`config.mk`:
```
export PLATFORM = sky130hd
export DESIGN_NAME = q_frag_readback_flat
export DESIGN_NICKNAME = d
export VERILOG_FILES = /design/src/rtl/q_frag_readback_if.sv /design/src/rtl/q_frag_readback.sv /design/src/flat_wrapper.sv
export SDC_FILE = /design/constraint.sdc
export NUM_CORES = 1
export LEC_CHECK = 0
export ABC_AREA = 1
export ABC_CLOCK_PERIOD_IN_PS = 1150
export CORE_ASPECT_RATIO = 0.8
export CORE_MARGIN = 2
export CORE_UTILIZATION = 35
export CTS_CLUSTER_SIZE = 28
export DETAILED_ROUTE_END_ITERATION = 10
export GPL_ROUTABILITY_DRIVEN = 1
export MAX_ROUTING_LAYER = met4
export PLACE_DENSITY = 0.68
export SYNTH_ARGS = -nofsm -noshare
export SYNTH_HDL_FRONTEND = slang
export SYNTH_SLANG_ARGS = --single-unit
```
`constraint.sdc`:
```
create_clock -name QCK -period 1.15 [get_ports QCK]
set_input_delay 0.23 -clock QCK [delete_from_list [all_inputs] [get_ports QCK]]
set_output_delay 0.23 -clock QCK [all_outputs]
set_load 0.05 [all_outputs]
```
`src/rtl/q_frag_readback_if.sv`:
```
// rtl/q_frag_readback_if.sv - capture request, QZ sampling and serial readback stream signals
interface q_frag_readback_if #(
  parameter int WIDTH = 8
);
  logic             CAP_REQ;
  logic [WIDTH-1:0] QZ_BUS;
  logic             FREEZE;
  logic             BUSY;
  logic             SDO;
  logic             SDO_VALID;
  logic             SDO_READY;
  logic             SDO_LAST;
  logic             DONE;

  modport master (
    output CAP_REQ, QZ_BUS, SDO_READY,
    input  FREEZE, BUSY, SDO, SDO_VALID, SDO_LAST, DONE
  );

  modport slave (
    input  CAP_REQ, QZ_BUS, SDO_READY,
    output FREEZE, BUSY, SDO, SDO_VALID, SDO_LAST, DONE
  );
endinterface

```
`src/rtl/q_frag_readback.sv`:
```
// rtl/q_frag_readback.sv - snapshot of WIDTH flip-flop QZ outputs streamed out serially
// Optional trailing even-parity beat when Q_FRAG_READBACK_PARITY_EN is defined.
module q_frag_readback #(
  parameter int WIDTH     = 8,
  parameter bit MSB_FIRST = 1'b1
) (
  input  logic              QCK,
  input  logic              QRT_N,
  q_frag_readback_if.slave  bus
);

`ifdef Q_FRAG_READBACK_PARITY_EN
  localparam int NBEATS = WIDTH + 1;
`else
  localparam int NBEATS = WIDTH;
`endif
  localparam int CW = $clog2(NBEATS + 1);
  localparam logic [CW-1:0] LAST_IDX = CW'(NBEATS - 1);
  localparam logic [CW-1:0] MSB_IDX  = CW'(WIDTH - 1);

  typedef enum logic [1:0] {IDLE, CAPTURE, SHIFT, FINISH} state_t;

  state_t           state, state_nxt;
  logic [WIDTH-1:0] shadow;
  logic [CW-1:0]    cnt;
  logic [CW-1:0]    data_idx;
  logic [WIDTH-1:0] shifted;
  logic             beat_bit;
  logic             is_last;
  logic             beat_fire;

  assign is_last   = (cnt == LAST_IDX);
  assign beat_fire = (state == SHIFT) && bus.SDO_READY;
  assign data_idx  = MSB_FIRST ? (MSB_IDX - cnt) : cnt;
  assign shifted   = shadow >> data_idx;

`ifdef Q_FRAG_READBACK_PARITY_EN
  // The beat after the last data bit carries the even parity of the snapshot.
  assign beat_bit = (cnt == CW'(WIDTH)) ? ^shadow : shifted[0];
`else
  assign beat_bit = shifted[0];
`endif

  always_ff @(posedge QCK or negedge QRT_N) begin
    if (!QRT_N) begin
      state <= IDLE;
    end else begin
      state <= state_nxt;
    end
  end

  // Shadow is loaded once per snapshot so later QZ_BUS changes cannot leak into the stream.
  always_ff @(posedge QCK or negedge QRT_N) begin
    if (!QRT_N) begin
      shadow <= '0;
      cnt    <= '0;
    end else if (state == CAPTURE) begin
      shadow <= bus.QZ_BUS;
      cnt    <= '0;
    end else if (beat_fire) begin
      cnt <= cnt + 1'b1;
    end
  end

  always_comb begin
    state_nxt     = state;
    bus.FREEZE    = 1'b0;
    bus.BUSY      = 1'b0;
    bus.SDO       = 1'b0;
    bus.SDO_VALID = 1'b0;
    bus.SDO_LAST  = 1'b0;
    bus.DONE      = 1'b0;
    case (state)
      IDLE: begin
        if (bus.CAP_REQ) state_nxt = CAPTURE;
      end
      CAPTURE: begin
        bus.FREEZE = 1'b1;
        bus.BUSY   = 1'b1;
        state_nxt  = SHIFT;
      end
      SHIFT: begin
        bus.FREEZE    = 1'b1;
        bus.BUSY      = 1'b1;
        bus.SDO_VALID = 1'b1;
        bus.SDO       = beat_bit;
        bus.SDO_LAST  = is_last;
        if (bus.SDO_READY && is_last) state_nxt = FINISH;
      end
      FINISH: begin
        bus.BUSY  = 1'b1;
        bus.DONE  = 1'b1;
        state_nxt = IDLE;
      end
      default: state_nxt = IDLE;
    endcase
  end

endmodule

```
`src/flat_wrapper.sv`:
```
// flat-port wrapper written by rule: the top's interface ports become plain ports
module q_frag_readback_flat 
#(
  parameter int WIDTH     = 8,
  parameter bit MSB_FIRST = 1'b1
)
  (QCK, QRT_N, bus_CAP_REQ, bus_QZ_BUS, bus_SDO_READY, bus_FREEZE, bus_BUSY, bus_SDO, bus_SDO_VALID, bus_SDO_LAST, bus_DONE);
  q_frag_readback_if #(.WIDTH(WIDTH)) bus_i ();
  input  logic QCK;
  input  logic QRT_N;
  input wire logic [$bits(bus_i.CAP_REQ)-1:0] bus_CAP_REQ;
  input wire logic [$bits(bus_i.QZ_BUS)-1:0] bus_QZ_BUS;
  input wire logic [$bits(bus_i.SDO_READY)-1:0] bus_SDO_READY;
  output wire logic [$bits(bus_i.FREEZE)-1:0] bus_FREEZE;
  output wire logic [$bits(bus_i.BUSY)-1:0] bus_BUSY;
  output wire logic [$bits(bus_i.SDO)-1:0] bus_SDO;
  output wire logic [$bits(bus_i.SDO_VALID)-1:0] bus_SDO_VALID;
  output wire logic [$bits(bus_i.SDO_LAST)-1:0] bus_SDO_LAST;
  output wire logic [$bits(bus_i.DONE)-1:0] bus_DONE;
  assign bus_i.CAP_REQ = bus_CAP_REQ;
  assign bus_i.QZ_BUS = bus_QZ_BUS;
  assign bus_i.SDO_READY = bus_SDO_READY;
  assign bus_FREEZE = bus_i.FREEZE;
  assign bus_BUSY = bus_i.BUSY;
  assign bus_SDO = bus_i.SDO;
  assign bus_SDO_VALID = bus_i.SDO_VALID;
  assign bus_SDO_LAST = bus_i.SDO_LAST;
  assign bus_DONE = bus_i.DONE;
  q_frag_readback #(.WIDTH(WIDTH), .MSB_FIRST(MSB_FIRST)) u_core (.QCK(QCK), .QRT_N(QRT_N), .bus(bus_i));
endmodule
```
==> out/results.tsv <==
metric	value	unit
H-tree Lvls	1	
Top delay family on crit path	flip-flops	
final setup violation count	20	
hold crit path type	in2async	
first-pass GRT wire length	3.59	mm
Tcrit/Tclk final	145	%
1st-iter DRT viols	13	
Cell Chain, Critical Path	inv_2, ha_4, inv_4, buf_6, nor3_4, buf_12	
share of cells above drive strength 1	55.5	%
dpl hpwl	1.41	mm
Die W	56.4	um
top cells by area, synth	dfrtp_1 (46%), nand2_1 (14%), ha_1 (9.8%), inv_1 (8.8%), o21ai_0 (6.5%)	
critical path required time	0.92	ns
CTS Sinks	14	
worst slew pin tran	0.315	ns
WP buf/inv	4	
setup slack after layout	-0.523	ns
CTS tree	built	
I/O pins	18	
Site Rows	15	
outcome	complete, but fails checks	
Post-Synthesis Cells	99	
crit end category	output port	
Max-Cap Viols	0	
clk_lat worst skew	0.30	ns
nets	165	
Vias/cell	4.79	
starting density of the core	36.3	%
DRC	0	
CTS root buffer	clkbuf_4	
antenna cells	0	
via count	819	
clock transition at the registers of the reported paths	0.09	ns
GPL Wtd Cong	0.879	
relative slew slack	78.9	%
drt pass-1 iters	4	
Inst Count DP	157	
die area	2590	um^2
Core Region	2120	um^2
Syn Std Cell Area	769	um^2
Post-synth EDFFs	0	
#FFs+latches synth	14	
top-count cell post-synth	nand2_1	
number of I/O port buffers	17	
largest net degree at the start of global routing	15	
Die Ht	45.9	um
fmax	598	MHz
area grow syn2layout	105	%
top-area cell type share of the netlist area	45.5	%
Inserted Clock Buffers	3	
Synth cell types	14	
top post-synthesis cells by count	nand2_1 (28), inv_1 (18), dfrtp_1 (14)	
P per Cell Area	3000	nW/um^2
failing checks	setup timing	
top cell type by total area after synthesis	dfrtp_1	
max incr delay on CP	0.42	ns
CP max FO	3	
clock skew	0.00190	ns
Wirelength per Cell	14.5	um
Slowest-stage cell, CP	dfrtp_1	
Slew Viols, Final	0	
initial antenna violation count	0	
worst ir drop on vdd	0.00188	V
Worst Path Class, Setup	reg2out	
Worst Setup Start Kind	flop	
FFs w/ async S/R, synth	100	%
filler cell count	124	
GRT Overall Usage	19.5	%
vias in the first global route	780	
clk buf depth	2	
Seq/Total Area, Yosys	45.5	%
Primary FF master, synth	dfrtp_1	
Fin. Hold Viols	0	
minimum clock period	1.67	ns
unrepaired setup endpoints after global routing	true	
DRT Wirelength	2.48	mm
total chip power	4.72	mW
crit path DAT	1.44	ns
hold buffers post-CTS	0	
post-route insts no fill	171	
Remaining Overflow, GRT	0	
warnings from Yosys	0	
P_leak	0.745	nW
Mapped Nets	117	
Routed Antenna Nets	0	
Post-Syn Area per Cell	7.77	um^2
[per-stage QoR]
step / hold WS (ns) / setup TNS, ns / area, um^2 / utilization [%] / worst slack [ns]
6_report: 0.251 / -5.20 / 1570 / 74.2 / -0.523
5_1_grt: 0.250 / -6.07 / 1570 / 74.2 / -0.561
4_1_cts: 0.253 / -3.69 / 1380 / 65.2 / -0.474
3_5_place_dp: 0.531 / -1.73 / 1210 / 56.9 / -0.199
3_3_place_gp: 0.508 / -1.22 / 1210 / 56.9 / -0.186
2_1_floorplan: -0.0656 / -1.87 / 807 / - / -0.329
[cell usage in the layout (no fill, tap or decap), types with 2 or more instances in the layout]
master,netlist,routed
buf_6,0,10
nand3_1,7,6
nor2_2,0,3
clkbuf_4,0,3
clkdlybuf4s50_1,0,11
dfrtp_1,14,12
inv_1,18,12
nand2_2,0,4
dfrtp_2,0,2
buf_12,0,7
nor2_1,6,2
o21ai_2,1,9
inv_2,0,2
nand2_4,0,8
a21oi_1,3,3
ha_4,0,5
buf_4,0,16
inv_4,0,2
nand2_1,28,16
[report_power, final]
part           leakage, nW  internal (mW)  total (mW)  switching [mW]
combinational        0.550           1.76        3.50            1.74
clock               0.0210          0.193       0.379           0.186
sequential           0.174          0.707       0.844           0.137
total                0.745           2.66        4.72            2.07
[cells by family (layout without fill, tap and decap cells)]
logic type,after synthesis,after routing,share of synthesized area (%)
flip-flops,14,14,45.5
adder cells (fa/ha/maj),6,6,9.76
buffers and inverters,20,67,10.1
AO/OA/AOI/OAI,16,16,11.5
AND/OR/NAND/NOR,43,43,23.1
[worst paths after layout]
| path | depth (start not counted) | startpoint | end | slack, ns |
|---|---|---|---|---|
| setup / recovery | 6 | u_core.state[0] | bus_SDO_LAST | -0.52 |
| min in group QCK | 3 | bus_QZ_BUS[0] | u_core.shadow[0] | 0.49 |
| hold / removal | 2 | QRT_N | u_core.shadow[0] | 0.25 |
| setup reg to reg | 6 | u_core.state[0] | u_core.cnt[3] | -0.23 |
| hold reg to reg | 2 | u_core.shadow[2] | u_core.shadow[2] | 0.52 |
| max in group asynchronous | 2 | QRT_N | u_core.cnt[0] | 0.71 |
[routing by layer]
layer	vias to the layer above	global-route usage, %	share of wire (%)
met1	393	22.9	44
met4	0	4.29	1.3
met5	-	-	0
li1	407	-	-
met3	4	4.26	2.6
met2	15	34.9	52
[repair_timing]
item                       4_1_cts  5_1_grt
cloned                           1        0
setup buffers                    4        7
setup endpoints to repair       20       20
resized for setup               20       53
pin swaps                        3       13
[layout make-up]
cell class,instances,area (um^2),area share [%]
Multi-Input combinational cell,65,559,35.5
Timing Repair Buffer,45,510,32.4
Sequential cell,14,353,22.4
Inverter,18,83.8,5.33
Clock buffer,4,36.3,2.31
Tap cell,25,31.3,1.99
[state kept, by name (all words and copies together), names as in the netlist]
signal,count
u_core.cnt,4
u_core.shadow,8
u_core.state,2
[worst reg2reg max path: cells and delay by family (launching register included)]
| family | cells | cell delay [ns] |
|---|---|---|
| buffers and inverters | 1 | 0.09 |
| AO/OA/AOI/OAI | 2 | 0.19 |
| adder cells (fa/ha/maj) | 1 | 0.16 |
| AND/OR/NAND/NOR | 2 | 0.45 |
| flip-flops | 1 | 0.42 |
No activity file was read; power rests on OpenSTA's default activity.
